File: src/rtl/io_host_seq.sv
// io_host_seq: sequences a single I/O-chip transaction. It writes a command
// nibble, pulses UPDATE high then low, and reads back 1..8 nibbles from
// consecutive addresses, which wrap modulo 64.
// Optional build macro IOHOST_CHECK_EN: when it is defined, ERR becomes sticky
// and is set whenever a captured byte's upper nibble is not 4'hF.
module io_host_seq (
  input  logic        CLK,
  input  logic        RESET,
  input  logic        START,
  input  logic [3:0]  CMD,
  input  logic [5:0]  CMDADR,
  input  logic [5:0]  RDADR,
  input  logic [2:0]  RDLEN,
  output logic        BUSY,
  output logic        DONE,
  output logic [31:0] RESULT,
  output logic        ERR,
  output logic        IO_EN,
  output logic        IO_WR,
  output logic [5:0]  IO_ADRS,
  output logic [7:0]  IO_DOUT,
  output logic        IO_UPDATE,
  input  logic [7:0]  IO_DIN
);

  typedef enum logic [2:0] {
    S_IDLE, S_WRCMD, S_UPDH, S_UPDL, S_RDA, S_RDC, S_FIN
  } state_t;

  state_t      r_state, w_next;
  logic [5:0]  r_rdadr;
  logic [3:0]  r_len;     // 1..8
  logic [2:0]  r_idx;
  logic [31:0] r_result;
  logic        r_busy, r_done, r_io_en, r_io_wr, r_io_upd;
  logic [5:0]  r_io_adrs;
  logic [7:0]  r_io_dout;

  logic        w_io_en, w_io_wr, w_io_upd, w_last, w_accept;
  logic [5:0]  w_io_adrs, w_rd_adrs;
  logic [7:0]  w_io_dout;

  assign w_accept  = (r_state == S_IDLE) && START;
  assign w_last    = ({1'b0, r_idx} == (r_len - 4'd1));
  assign w_rd_adrs = r_rdadr + {3'b000, r_idx};

  // State register
  always_ff @(posedge CLK) begin
    if (RESET) r_state <= S_IDLE;
    else       r_state <= w_next;
  end

  // Next state plus the pin values for that state, so every output is a flop
  always_comb begin
    w_next    = r_state;
    w_io_en   = 1'b0;
    w_io_wr   = 1'b0;
    w_io_upd  = 1'b0;
    w_io_adrs = r_io_adrs;
    w_io_dout = r_io_dout;
    case (r_state)
      S_IDLE: if (START) begin
        w_next    = S_WRCMD;
        w_io_en   = 1'b1;
        w_io_wr   = 1'b1;
        w_io_adrs = CMDADR;
        w_io_dout = {4'h0, CMD};
      end
      S_WRCMD: begin
        w_next   = S_UPDH;
        w_io_upd = 1'b1;
      end
      S_UPDH: w_next = S_UPDL;
      S_UPDL: begin
        w_next    = S_RDA;
        w_io_en   = 1'b1;
        w_io_adrs = w_rd_adrs;
      end
      S_RDA: w_next = S_RDC;
      S_RDC: begin
        if (w_last) begin
          w_next = S_FIN;
        end else begin
          w_next    = S_RDA;
          w_io_en   = 1'b1;
          w_io_adrs = w_rd_adrs + 6'd1;
        end
      end
      S_FIN:   w_next = S_IDLE;
      default: w_next = S_IDLE;
    endcase
  end

  // Output registers
  always_ff @(posedge CLK) begin
    if (RESET) begin
      r_busy    <= 1'b0;
      r_done    <= 1'b0;
      r_io_en   <= 1'b0;
      r_io_wr   <= 1'b0;
      r_io_upd  <= 1'b0;
      r_io_adrs <= 6'h00;
      r_io_dout <= 8'h00;
    end else begin
      r_busy    <= (w_next != S_IDLE);
      r_done    <= (w_next == S_FIN);
      r_io_en   <= w_io_en;
      r_io_wr   <= w_io_wr;
      r_io_upd  <= w_io_upd;
      r_io_adrs <= w_io_adrs;
      r_io_dout <= w_io_dout;
    end
  end

  // Transaction context: latched at accept, so later input changes are ignored
  always_ff @(posedge CLK) begin
    if (RESET) begin
      r_rdadr  <= 6'h00;
      r_len    <= 4'd8;
      r_idx    <= 3'd0;
      r_result <= 32'h0;
    end else if (w_accept) begin
      r_rdadr  <= RDADR;
      r_len    <= (RDLEN == 3'd0) ? 4'd8 : {1'b0, RDLEN};
      r_idx    <= 3'd0;
      r_result <= 32'h0;
    end else if (r_state == S_RDC) begin
      r_result[{r_idx, 2'b00} +: 4] <= IO_DIN[3:0];
      if (!w_last) r_idx <= r_idx + 3'd1;
    end
  end

`ifdef IOHOST_CHECK_EN
  logic r_err;
  // Sticky flag for a bad upper nibble; cleared by reset or the next accept
  always_ff @(posedge CLK) begin
    if (RESET)                                      r_err <= 1'b0;
    else if (w_accept)                              r_err <= 1'b0;
    else if (r_state == S_RDC && IO_DIN[7:4] != 4'hF) r_err <= 1'b1;
  end
  assign ERR = r_err;
`else
  logic w_unused_din;
  assign w_unused_din = ^IO_DIN[7:4];
  assign ERR = 1'b0;
`endif

  assign BUSY      = r_busy;
  assign DONE      = r_done;
  assign RESULT    = r_result;
  assign IO_EN     = r_io_en;
  assign IO_WR     = r_io_wr;
  assign IO_ADRS   = r_io_adrs;
  assign IO_DOUT   = r_io_dout;
  assign IO_UPDATE = r_io_upd;

endmodule

File: config.mk
export PLATFORM = sky130hd
export DESIGN_NAME = io_host_seq
export DESIGN_NICKNAME = d
export VERILOG_FILES = /design/src/rtl/io_host_seq.sv
export SDC_FILE = /design/constraint.sdc
export NUM_CORES = 1
export LEC_CHECK = 0
export ABC_AREA = 0
export BUFFER_PORTS_ARGS = -buffer_cell sky130_fd_sc_hd__buf_4
export CAP_MARGIN = 20
export CORE_ASPECT_RATIO = 0.8
export CORE_UTILIZATION = 55
export CTS_BUF_LIST = sky130_fd_sc_hd__clkbuf_16
export DETAILED_ROUTE_END_ITERATION = 10
export PLACE_DENSITY_LB_ADDON = 0.08
export SLEW_MARGIN = 20
export SYNTH_ARGS = -nofsm -noshare
export SYNTH_HDL_FRONTEND = slang
export SYNTH_SLANG_ARGS = --single-unit
File: constraint.sdc
create_clock -name CLK -period 3.9 [get_ports CLK]
set_clock_uncertainty 0.15 [all_clocks]
set_input_delay 0.195 -clock CLK [delete_from_list [all_inputs] [get_ports CLK]]
set_output_delay 0.195 -clock CLK [all_outputs]
set_load 0.05 [all_outputs]
# Yosys cells after proc, flatten, opt, wreduce, memory -nomap -nowiden
# Index checks and enable logic that the tools add are counted.
word_totals:
  wordCells: 52
  register_bits: 63
  in_bits: 30
  out_inout_bits: 52
classes:
  mux: 12
  shifts: 2
  n_reduce_logical: 10
  n_bitwise: 2
  addsub: 5
  n_eq_ne: 9
op_table:
  columns: ["op", "count"]
  rows:
  - ["bitwise mux 32 bit", 1]
  - ["variable shift 4 x 7 -> 32 bit, first input constant", 1]
  - ["variable part select 4 x 7 -> 32 bit", 1]
  - ["one-hot mux 3 bit (6 select lines)", 1]
  - ["one-hot mux 6 bit (3 select lines)", 1]
  - ["2-to-1 mux 6 bit", 2]
  - ["equality test 3 bit, second input constant", 3]
  - ["negator 5 -> 7 bit", 1]
  - ["adder 6 x 1 -> 6 bit, second input constant", 1]
  - ["adder 6 x 3 -> 6 bit", 1]
  - ["equality test 3 x 2 -> 1 bit, second input constant", 2]
  - ["zero test 3 bit", 2]
  - ["nonzero test 3 bit", 2]
  - ["equality test 3 x 4 -> 1 bit", 1]
  - ["2-to-1 mux 4 bit", 1]
  - ["inequality test 2 bit, second input constant", 2]
  - ["AND reduction 2 bit", 2]
  - ["OR reduction 2 bit", 2]
  - ["subtractor 4 x 1 -> 4 bit, second input constant", 1]
  - ["adder 3 x 1 -> 3 bit, second input constant", 1]
  - ["equality test 3 x 1 -> 1 bit, second input constant", 1]
  - ["2-to-1 mux 1 bit", 3]
  - ["2-to-1 mux 3 bit", 1]
  - ["one-hot mux 1 bit (3 select lines)", 1]
  - ["other kinds (4)", 5]

# Depth between registers and ports, before layout
# Gate-level depths: netlist of the first run.
depth:
  depth_word: 5
  ltp_mapped: 9
  ltp_nobuf: 8

# Worst setup path after synthesis of the first run
# No wires, ideal clock.
synth_timing:
  path_kind: "register to register"
  from: "register r_idx[0]"
  to: "register r_io_adrs[5] (netlist: IO_ADRS[5])"
  arrival_time_ns: 2.089
  path_stages_with_launch: 9
  synth_period_minus_slack_ns: 2.334
  n_path_buf: 0
  slack_ns: 1.566
  cell_sequence: "dfxtp_1 > ha_1 > fa_1 > xor2_2 > nand4b_1 > mux2_2 > a21oi_1 > nor4_1 > o41ai_2"
synth_via:
  elab_chain_len: 4
  elab_cells_between_ends: 7
  cone_classes: "add/sub (2); eq/ne (2); mux (2); reduce/logical (1)"
synth_rtl:
  columns: ["item", "line_no", "rtl"]
  rows:
  - ["from (decl)", "33", "logic [2:0] r_idx;"]
  - ["from (signal assigned)", "129", "if (!w_last) r_idx <= r_idx + 3'd1;"]
  - ["adder 6 x 3 -> 6 bit", "45", "assign w_rd_adrs = r_rdadr + {3'b000, r_idx};"]
  - ["adder 6 x 1 -> 6 bit", "86", "w_io_adrs = w_rd_adrs + 6'd1;"]
  - ["2-to-1 mux 6 bit", "81", "if (w_last) begin"]
  - ["one-hot mux 6 bit (3 select lines)", "61", "case (r_state)"]
  - ["to (signal assigned)", "110", "r_io_adrs <= w_io_adrs;"]
  - ["to (decl)", "36", "logic [5:0] r_io_adrs;"]
# Parallel ways exist; a longest one is shown, timed or not. The select of a mux whose other input is x is not followed.
# A chain may end at the register's enable or synchronous reset.

# Final worst setup path of the first run
# Same ends and word-level chain as after synthesis.

==> impl_metrics.py, run 1 <==
metrics = {
    "logic_synthesis": {
        "yosys.area.top_type": "dfxtp_1",
        "seq_area_frac_synth_pct": 41.26,
        "yosys-top-cells-area": "dfxtp_1 (41%), mux2i_1 (11%), nor2_1 (6.4%), nand2_1 (4.9%), a21oi_1 (3.6%)",
        "yosys_warnings": 0,
        "synthArstFlopShare_pct": 0,
        "synth_top_cell_area_share_pct": 41.26,
        "synth_edf_count": 0,
        "synth_cell_type_count": 55,
        "synth.avg_cell_area_um2": 8.886,
        "ys.flop_type": "dfxtp_1",
        "syn_inst": 344,
        "syn_area_mm2": 0.003057,
        "ys_seq_elements": 63,
    },
    "global_routing": {
        "grtUsageTotal_pct": 25.69,
        "grt_start_max_net_pins": 36,
        "grt_pass1_vias": 2420,
        "gr-total-overflow": 0,
        "grt_pass1_wl_um": 11410,
        "antenna_found_initial": 0,
    },
    "sta": {
        "max_freq_ghz": 0.3530,
        "min_period_over_period_pct": 72.64,
        "hold_viol": 0,
        "finalMaxSlewViolations": 0,
        "fin_crit_ns": 2.833,
        "tns_ns": 0,
        "worst_slew_pin_slew_ns": 0.9632,
        "rsz0062_at_grt": "false",
        "setup_ws_ns": 1.067,
        "setup_violations": 0,
        "whs_ns": 0.02408,
        "relSlewSlack_pct": 35.79,
    },
    "floorplan": {
        "num_rows": 23,
        "die_x_um": 85.35,
        "initial_utilization_pct": 59.01,
        "dieArea_mm2": 0.005862,
        "ios": 82,
        "fp.dieH_um": 68.68,
        "fp.coreArea_mm2": 0.005180,
    },
    "place": {
        "place_worst_setup_slack_ns": 1.128,
        "portBuffers": 72,
        "post-dp-hpwl_um": 4730,
        "gp_congestion": 0.8422,
    },
    "setup_path": {
        "cpMaxStageDelayCell": "dfxtp_1",
        "arrival_ns": 2.90,
        "cp-end-kind": "register",
        "path_max_fanout": 14,
        "cp_num_buf_inv": 0,
        "path_class": "register to register",
        "crit_chain": "ha_1, fa_1, xor2_2, nand4b_1, mux2_2, a21oi_1, nor4_1, o41ai_2",
        "cpPeakStageDelay_ns": 0.44,
        "cp_top_family": "adder cells",
        "cp-start-kind": "register",
        "required_ns": 3.97,
    },
    "clock_network": {
        "tritoncts": "built",
        "htree_num_levels": 3,
        "ctsRootBufferMaster": "clkbuf_16",
        "cts_made_buffers": 9,
        "cts.repair.resized": 0,
        "clk_latency_ns": 0.33,
        "clock_path_buffers": 2,
        "clkTransAtPathRegs_ns": 0.05,
        "clock_sinks": 63,
    },
    "run": {
        "cap_viol_max_count": 0,
    },
    "route": {
        "ant_nets": 0,
        "wl_per_cell_um": 14.78,
        "dr_total_vias": 2716,
        "drt_iter0_drc": 111,
        "drcViolationCount": 0,
        "drt-pass1-iter-count": 4,
        "totalWireLength_um": 7213,
        "viasPerCell": 5.566,
    },
    "final_layout": {
        "antennaDiodeCount": 0,
        "area_delta_synth_final_pct": 31.48,
        "drive_above_1_share_pct": 24.65,
        "fin_util_pct": 77.58,
        "fin_nets": 460,
    },
    "status": {
        "status": "finished clean",
    },
    "pwr": {
        "irDropWorstVdd_mv": 0.3716,
        "fin_total_pwr_uw": 1763,
        "pwr_density_cell_mw_per_mm2": 438.6,
        "p_leak_uw": 0.001721,
    },
    "worst_hold_path": {
        "hold_path_class": "input port to register",
    },
}
==> sequential cells by signal (all words and copies together), names as in the netlist <==
register and cells:
RESULT 32, IO_ADRS 6, r_rdadr 6, IO_DOUT 4, r_len 4, r_idx 3, r_state 3, BUSY 1
DONE 1, IO_EN 1, IO_UPDATE 1, IO_WR 1
==> area by class of cell <==
| class | count | area [um2] |
|---|---|---|
| flip-flops and latches | 63 | 1261 |
| clock buffers | 9 | 225.2 |
| inverters | 9 | 33.78 |
| clock inverters | 7 | 88.84 |
| multi-input cells | 252 | 1654 |
| well taps | 62 | 77.57 |
| fillers | 388 | 1161 |
| repair buffers | 86 | 678.2 |
==> cell usage in the layout (no fill, tap or decap), drive strengths merged, types with 7 or more instances in the layout <==
cell,n
a21oi,22
buf,73
clkbuf,9
dfxtp,63
dlygate4sd3,13
ha,8
inv,10
mux2i,33
nand2,40
nand3,7
nor2,54
o22ai,7
==> power by group <==
| part | internal [uW] | total (uW) | switching [uW] |
|---|---|---|---|
| clock | 554 | 835 | 282 |
| combinational | 85.7 | 232 | 146 |
| sequential | 668 | 695 | 27.3 |
| total | 1310 | 1760 | 455 |
==> worst min-delay path, stage by stage <==
cell and delay, ns:
buf_4 0.12, mux2i_1 0.07, nor2_1 0.07
==> per-stage QoR <==
step,cell area (um2),instances
final,4019,488
after global routing,4019,488
after CTS,4019,488
after detailed placement,3575,459
after global placement,3575,459
after floorplan,3072,348
==> final timing paths <==
check | startpoint | end | slack (ns) | cells after the start
worst max register to register | r_idx[0] | IO_ADRS[5] | 1.07 | 8
worst min register to register | IO_ADRS[0] | IO_ADRS[0] | 0.30 | 2
worst max-delay path | r_idx[0] | IO_ADRS[5] | 1.07 | 8
worst min-delay path | IO_DIN[1] | RESULT[1] | 0.02 | 3
==> cells in the mapped netlist (all sizes together), types with 2 or more instances <==
cell,count
dfxtp,63
nor2,54
nand2,40
mux2i,33
a21oi,22
buf,15
clkbuf,9
inv,9
ha,8
nand3,7
o22ai,7
and3,6
xor2,6
nor3,5
o21ai,5
and2,4
nor2b,4
nor4,4
xnor2,4
a211o,3
a221oi,3
a31oi,3
nand3b,3
nor4b,3
nand4,2
o211ai,2
o22a,2
==> cells by family after synthesis <==
family                   after synthesis  synth area share [%]
AO/OA/AOI/OAI                         56                 12.32
XOR/XNOR                              10                 3.356
adder cells (fa/ha/maj)                9                 3.930
buffers and inverters                 33                 5.116
flip-flops                            63                 41.26
multiplexers                          34                 11.17
other                                  1                0.1227
AND/OR/NAND/NOR                      138                 22.72
==> per-layer routing <==
metal,share of wire [%],vias up,GRT usage (%)
met3,5.8,16,7.500
li1,-,1346,-
met4,1.9,0,12.08
met5,0,-,0
met1,48,1253,33.31
met2,44,101,40.12
==> what timing repair did <==
| action | CTS | global route |
|---|---|---|
| hold buffers | 13 | 0 |
| setup buffers | 0 | 0 |
| endpoints found under the hold margin | 13 | 0 |
Power figures use the tool's default switching activity.
==> run 2: changes to the inputs <==
--- a/config.mk
+++ b/config.mk
@@ -9,7 +9,7 @@
 export BUFFER_PORTS_ARGS = -buffer_cell sky130_fd_sc_hd__buf_4
 export CAP_MARGIN = 20
 export CORE_ASPECT_RATIO = 0.8
-export CORE_UTILIZATION = 55
+export CORE_UTILIZATION = 47
 export CTS_BUF_LIST = sky130_fd_sc_hd__clkbuf_16
 export DETAILED_ROUTE_END_ITERATION = 10
 export PLACE_DENSITY_LB_ADDON = 0.08
==> constraint.sdc (replaced) <==
create_clock -name CLK -period 2.3 [get_ports CLK]
set_clock_uncertainty 0.15 [all_clocks]
set_input_delay 0.115 -clock CLK [delete_from_list [all_inputs] [get_ports CLK]]
set_output_delay 0.115 -clock CLK [all_outputs]
set_load 0.05 [all_outputs]
==> run 2 against run 1 <==
Highest routed layer unchanged. Sequential share of layout area fell by 1.9 points. Critical path depth did not move. Final cell count rose by 9.8%. Maximum frequency rose by 25%. Die area rose by 17%.
==> impl_metrics.py, run 2 (same netlist as run 1, synthesis figures left out) <==
metrics = {
    "final_layout": {
        "final_cell_mix": "buf_4 (96), dfxtp_1 (59), nor2_1 (52)",
        "fin_nets": 489,
        "multi_input_area_mm2": 0.001714,
        "drive_above_1_share_pct": 30.55,
        "fin_cells": 536,
        "area_delta_synth_final_pct": 40.69,
        "antennaDiodeCount": 0,
        "largest_register_ffs": 32,
        "final_common_cell": "buf_4",
        "fin_util_pct": 70.50,
        "nFillCells": 480,
        "seq_area_mm2": 0.001266,
    },
    "setup_path": {
        "rrSetupSlack_ns": 0.04,
        "path_max_fanout": 3,
        "arrival_ns": 2.35,
        "required_ns": 2.39,
        "path_class": "register to register",
        "cp-start-kind": "register",
        "r2r-start": "r_idx[0]",
        "crit_end": "IO_ADRS[5]",
        "cp-end-kind": "register",
        "critPathLaunch": "r_idx[0]",
        "r2r-end": "IO_ADRS[5]",
        "reg2reg_depth": 8,
    },
    "pwr": {
        "pwr_density_cell_mw_per_mm2": 662.3,
        "irDropWorstVdd_mv": 0.4752,
        "switching_share_pct": 28.57,
        "p_int_uw": 2035,
        "pwr-share-seq_pct": 41.1,
        "p_clk_share_pct": 43.5,
        "share_comb_of_total_power_pct": 15.4,
        "p_leak_uw": 0.001841,
        "switchingPower_uw": 813.7,
    },
    "sta": {
        "setup_violations": 0,
        "hold_viol": 0,
        "max_freq_ghz": 0.4424,
        "finalMaxSlewViolations": 0,
        "setup_ws_ns": 0.03983,
        "worst_slew_pin_slew_ns": 0.6531,
        "fin_crit_ns": 2.260,
        "min_period_over_period_pct": 98.27,
        "rsz0062_at_grt": "true",
        "relSlewSlack_pct": 56.46,
    },
    "clock_network": {
        "cts_made_buffers": 9,
        "clk_latency_ns": 0.33,
        "clock_sinks": 63,
        "tritoncts": "built",
        "clock_path_buffers": 2,
        "clkTransAtPathRegs_ns": 0.05,
        "htree_num_levels": 3,
        "ctsRootBufferMaster": "clkbuf_16",
    },
    "route": {
        "totalWireLength_um": 7614,
        "wl_per_cell_um": 14.21,
        "drcViolationCount": 0,
        "drt-pass1-iter-count": 5,
        "drt_iter0_drc": 156,
        "ant_nets": 0,
        "dr_total_vias": 2775,
        "viasPerCell": 5.177,
    },
    "floorplan": {
        "dieArea_mm2": 0.006832,
        "initial_utilization_pct": 50.11,
        "ios": 82,
        "fp.coreArea_mm2": 0.006100,
        "die_x_um": 92.17,
        "num_rows": 25,
        "fp.dieH_um": 74.13,
    },
    "worst_hold_path": {
        "hold_path_class": "input port to register",
    },
    "place": {
        "placedCellCount": 495,
        "place_worst_setup_slack_ns": -0.08187,
        "gp_congestion": 0.9141,
        "portBuffers": 72,
        "post-dp-hpwl_um": 5107,
    },
    "run": {
        "cap_viol_max_count": 0,
    },
    "status": {
        "status": "finished clean",
    },
    "global_routing": {
        "gr-total-overflow": 0,
        "grtUsageTotal_pct": 22.75,
        "grt_pass1_vias": 2481,
        "antenna_found_initial": 0,
        "grt_start_max_net_pins": 36,
        "grt_pass1_wl_um": 11950,
    },
}
## run 2: cell count changes in the layout (fill, tap and decap cells not counted), sizes merged
cell         before  now
buf              73   97
dlygate4sd3      13   18
bufinv            2    0
clkinvlp          2    3
inv              10   11
## run 2: critical path, cell delays in order, from the launching register on
cell and delay [ns]:
dfxtp_2 0.33, ha_4 0.16, fa_2 0.54, and3_4 0.19, nand4b_1 0.10, mux2_4 0.30
a21oi_2 0.14, nor4_2 0.06, o41ai_2 0.19
## run 2: cell type report
| class | count | share of cell area, % |
|---|---|---|
| multi-input combinational | 252 | 39.86 |
| sequential | 63 | 29.44 |
| timing repair buffer | 115 | 21.21 |
| clock buffer | 9 | 5.237 |
| tap | 81 | 2.357 |
| clock inverter | 7 | 1.106 |
| inverter | 9 | 0.7856 |
## run 2: timing repair
action / CTS / global route
setup buffers: 4 / 3
hold buffers: 18 / 0
gates resized for setup: 5 / 8
pin swaps: 3 / 5
hold endpoints to repair: 30 / 0
setup endpoints to repair: 9 / 17
## run 2: worst min path at each step
stage / from / endpoint / depth (start not counted)
after floorplan: RDADR[2] / r_rdadr[2] / 2
after global placement: RDADR[5] / r_rdadr[5] / 3
after detailed placement: RDADR[3] / r_rdadr[3] / 3
after CTS: CMDADR[3] / IO_ADRS[3] / 3
after global routing: CMDADR[3] / IO_ADRS[3] / 3
final: CMDADR[5] / IO_ADRS[5] / 3
## run 2: layer usage
metal  track usage, %  up-vias  wire [um]
met1            30.96     1283       3770
met2            34.00       88       3369
met5                0        -          0
met3            7.260        7        404
met4            8.507        0         70
li1                 -     1397          -
## run 2: through the flow
| step | area [um2] | power [uW] | setup TNS [ns] | hold WS (ns) |
|---|---|---|---|---|
| after floorplan | 3090 | 1469 | 0 | 0.1010 |
| after global placement | 3745 | 1594 | 0 | 0.2144 |
| after detailed placement | 3745 | 1596 | -0.4789 | 0.2224 |
| after CTS | 4247 | 2866 | 0 | 0.003390 |
| after global routing | 4300 | 2965 | -0.01321 | 0.02949 |
| final | 4300 | 2848 | 0 | 0.009327 |
## run 2: power groups by stage
stage	logic [uW]	clock network [uW]	registers [uW]
floorplan	219	0	1250
global placement	402	0	1190
detailed placement	403	0	1190
CTS	432	1260	1170
global route	475	1310	1180
finish	439	1240	1170
==> run 3: changes to the inputs <==
--- a/config.mk
+++ b/config.mk
@@ -9,8 +9,8 @@
 export BUFFER_PORTS_ARGS = -buffer_cell sky130_fd_sc_hd__buf_4
 export CAP_MARGIN = 20
 export CORE_ASPECT_RATIO = 0.8
-export CORE_UTILIZATION = 47
-export CTS_BUF_LIST = sky130_fd_sc_hd__clkbuf_16
+export CORE_UTILIZATION = 49
+export CTS_BUF_LIST = sky130_fd_sc_hd__clkbuf_8
 export DETAILED_ROUTE_END_ITERATION = 10
 export PLACE_DENSITY_LB_ADDON = 0.08
 export SLEW_MARGIN = 20
==> run 3 against run 2 <==
Clock-buffer cell count is 2 higher. Design area is 1.7% lower. First-iteration DRC count is 20% lower. Die area is 4.0% lower. Hold slack better by 0.054 ns. Global-route usage is 0.29 points higher. Setup slack better by 0.025 ns.
==> impl_metrics.py, run 3 (same netlist as run 1, synthesis figures left out) <==
metrics = {
    "floorplan": {
        "fp.dieH_um": 72.65,
        "ios": 82,
        "die_x_um": 90.31,
        "dieArea_mm2": 0.006560,
        "initial_utilization_pct": 51.16,
        "fp.coreArea_mm2": 0.005974,
        "num_rows": 25,
    },
    "status": {
        "status": "finished clean",
    },
    "sta": {
        "rsz0062_at_grt": "true",
        "worst_slew_pin_slew_ns": 0.6506,
        "finalMaxSlewViolations": 0,
        "hold_viol": 0,
        "fin_crit_ns": 2.235,
        "relSlewSlack_pct": 56.63,
        "min_period_over_period_pct": 97.18,
        "max_freq_ghz": 0.4474,
        "setup_violations": 0,
    },
    "clock_network": {
        "clock_path_buffers": 2,
        "clock_sinks": 63,
        "htree_num_levels": 3,
        "clkTransAtPathRegs_ns": 0.07,
        "ctsRootBufferMaster": "clkbuf_8",
        "clk_latency_ns": 0.34,
        "cts_made_buffers": 9,
        "tritoncts": "built",
    },
    "setup_path": {
        "path_class": "register to register",
        "path_max_fanout": 2,
        "cpMaxStageDelayCell": "fa_1",
        "rrSetupSlack_ns": 0.06,
        "arrival_ns": 2.30,
        "cp_common_cell": "a221oi_1",
        "crit_chain": "ha_4, fa_1, a21oi_1, nor2b_1, xnor2_1, and4_1, a221oi_1, a221oi_1",
        "cp-start-kind": "register",
        "cp-end-kind": "register",
        "required_ns": 2.36,
        "cpPeakStageDelay_ns": 0.41,
    },
    "final_layout": {
        "fin_nets": 487,
        "drive_above_1_share_pct": 28.70,
        "largest_register_ffs": 32,
        "antennaDiodeCount": 0,
        "final_common_cell": "buf_4",
        "fin_area_mm2": 0.004227,
        "final_cell_mix": "buf_4 (90), dfxtp_1 (61), nor2_1 (52)",
        "fin_cells": 534,
        "area_delta_synth_final_pct": 38.27,
    },
    "route": {
        "wl_per_cell_um": 13.53,
        "totalWireLength_um": 7226,
        "ant_nets": 0,
        "drt_iter0_drc": 125,
        "drcViolationCount": 0,
        "drt-pass1-iter-count": 4,
        "dr_total_vias": 2754,
        "viasPerCell": 5.157,
    },
    "place": {
        "gp_congestion": 0.9100,
        "place_area_mm2": 0.003745,
        "post-dp-hpwl_um": 4925,
        "portBuffers": 72,
        "placedCellCount": 495,
    },
    "global_routing": {
        "antenna_found_initial": 0,
        "grt_start_max_net_pins": 36,
        "grt_pass1_vias": 2511,
        "gr-total-overflow": 0,
        "grt_pass1_wl_um": 11860,
        "grtUsageTotal_pct": 23.03,
    },
    "pwr": {
        "irDropWorstVdd_mv": 0.4481,
        "p_leak_uw": 0.001824,
        "pwr_density_cell_mw_per_mm2": 632.9,
    },
    "run": {
        "cap_viol_max_count": 0,
    },
    "worst_hold_path": {
        "hold_path_class": "input port to register",
    },
}
-- run 3: cell count changes in the layout (fill, tap and decap cells not counted), sizes merged --
cell         previous run  this run
buf                    97        91
bufinv                  0         2
clkbuf                  9        11
clkinv                  2         1
clkinvlp                3         0
dlygate4sd3            18        22
-- run 3: worst max-delay path: cells and delay by family (launching register included) --
| family | cells | cell delay (ns) |
|---|---|---|
| adders and majority gates | 2 | 0.57 |
| and+or+nand+nor | 2 | 0.29 |
| AOI/OAI and AO/OA | 3 | 0.58 |
| xor gates and xnor gates | 1 | 0.17 |
| DFF | 1 | 0.34 |
-- run 3: where the power goes --
| part | switching (uW) | total [uW] | leakage (uW) | internal, uW |
|---|---|---|---|---|
| clock | 407 | 1070 | 0.000122 | 660 |
| sequential | 37.8 | 1170 | 0.000513 | 1130 |
| combinational | 264 | 440 | 0.00119 | 176 |
-- run 3: per-layer routing --
metal  part of all wire, %  wire length [um]  global-route usage, %  up-vias
met1                    50              3612                  31.10     1265
met2                    43              3134                  35.28       88
met4                   1.1                82                  9.140        0
met3                   5.5               396                  6.354        8
met5                     0                 0                      0        -
li1                      -                 -                      -     1393
-- run 3: worst paths after layout --
path           endpoint  cells past startpoint       start
min reg2reg  IO_DOUT[2]                      2  IO_DOUT[2]
max reg2reg  IO_ADRS[4]                      8    r_idx[0]
max          IO_ADRS[4]                      8    r_idx[0]
min                BUSY                      3       START
-- run 3: cell type report --
| cell class | instances | area [um2] |
|---|---|---|
| Inverter | 9 | 33.78 |
| Clock buffer | 11 | 151.4 |
| Timing Repair Buffer | 113 | 907.1 |
| Multi-Input combinational cell | 252 | 1697 |
| Tap cell | 81 | 101.3 |
| Fill cell | 522 | 1748 |
| Clock inverter | 5 | 72.57 |
| Sequential cell | 63 | 1264 |
-- run 3: stage by stage --
step                      setup TNS (ns)  setup WS [ns]  hold WS [ns]  power [uW]  utilization [%]
after floorplan                        0       0.004791        0.1010        1469                -
after global placement                 0       0.007429        0.2119        1591            62.68
after detailed placement         -0.2173       -0.05590        0.2200        1595            62.68
after CTS                              0        0.02526       0.06233        2696            70.35
after global routing            -0.09892       -0.04546       0.06912        2790            70.74
final                                  0        0.06477       0.06299        2675            70.74
-- run 3: what timing repair did --
action | CTS | global route
hold endpoints to repair | 34 | 0
resized for setup | 3 | 5
endpoints found under the setup margin | 9 | 19
hold buffers | 22 | 0
setup buffers | 1 | 0
pin swaps | 2 | 1
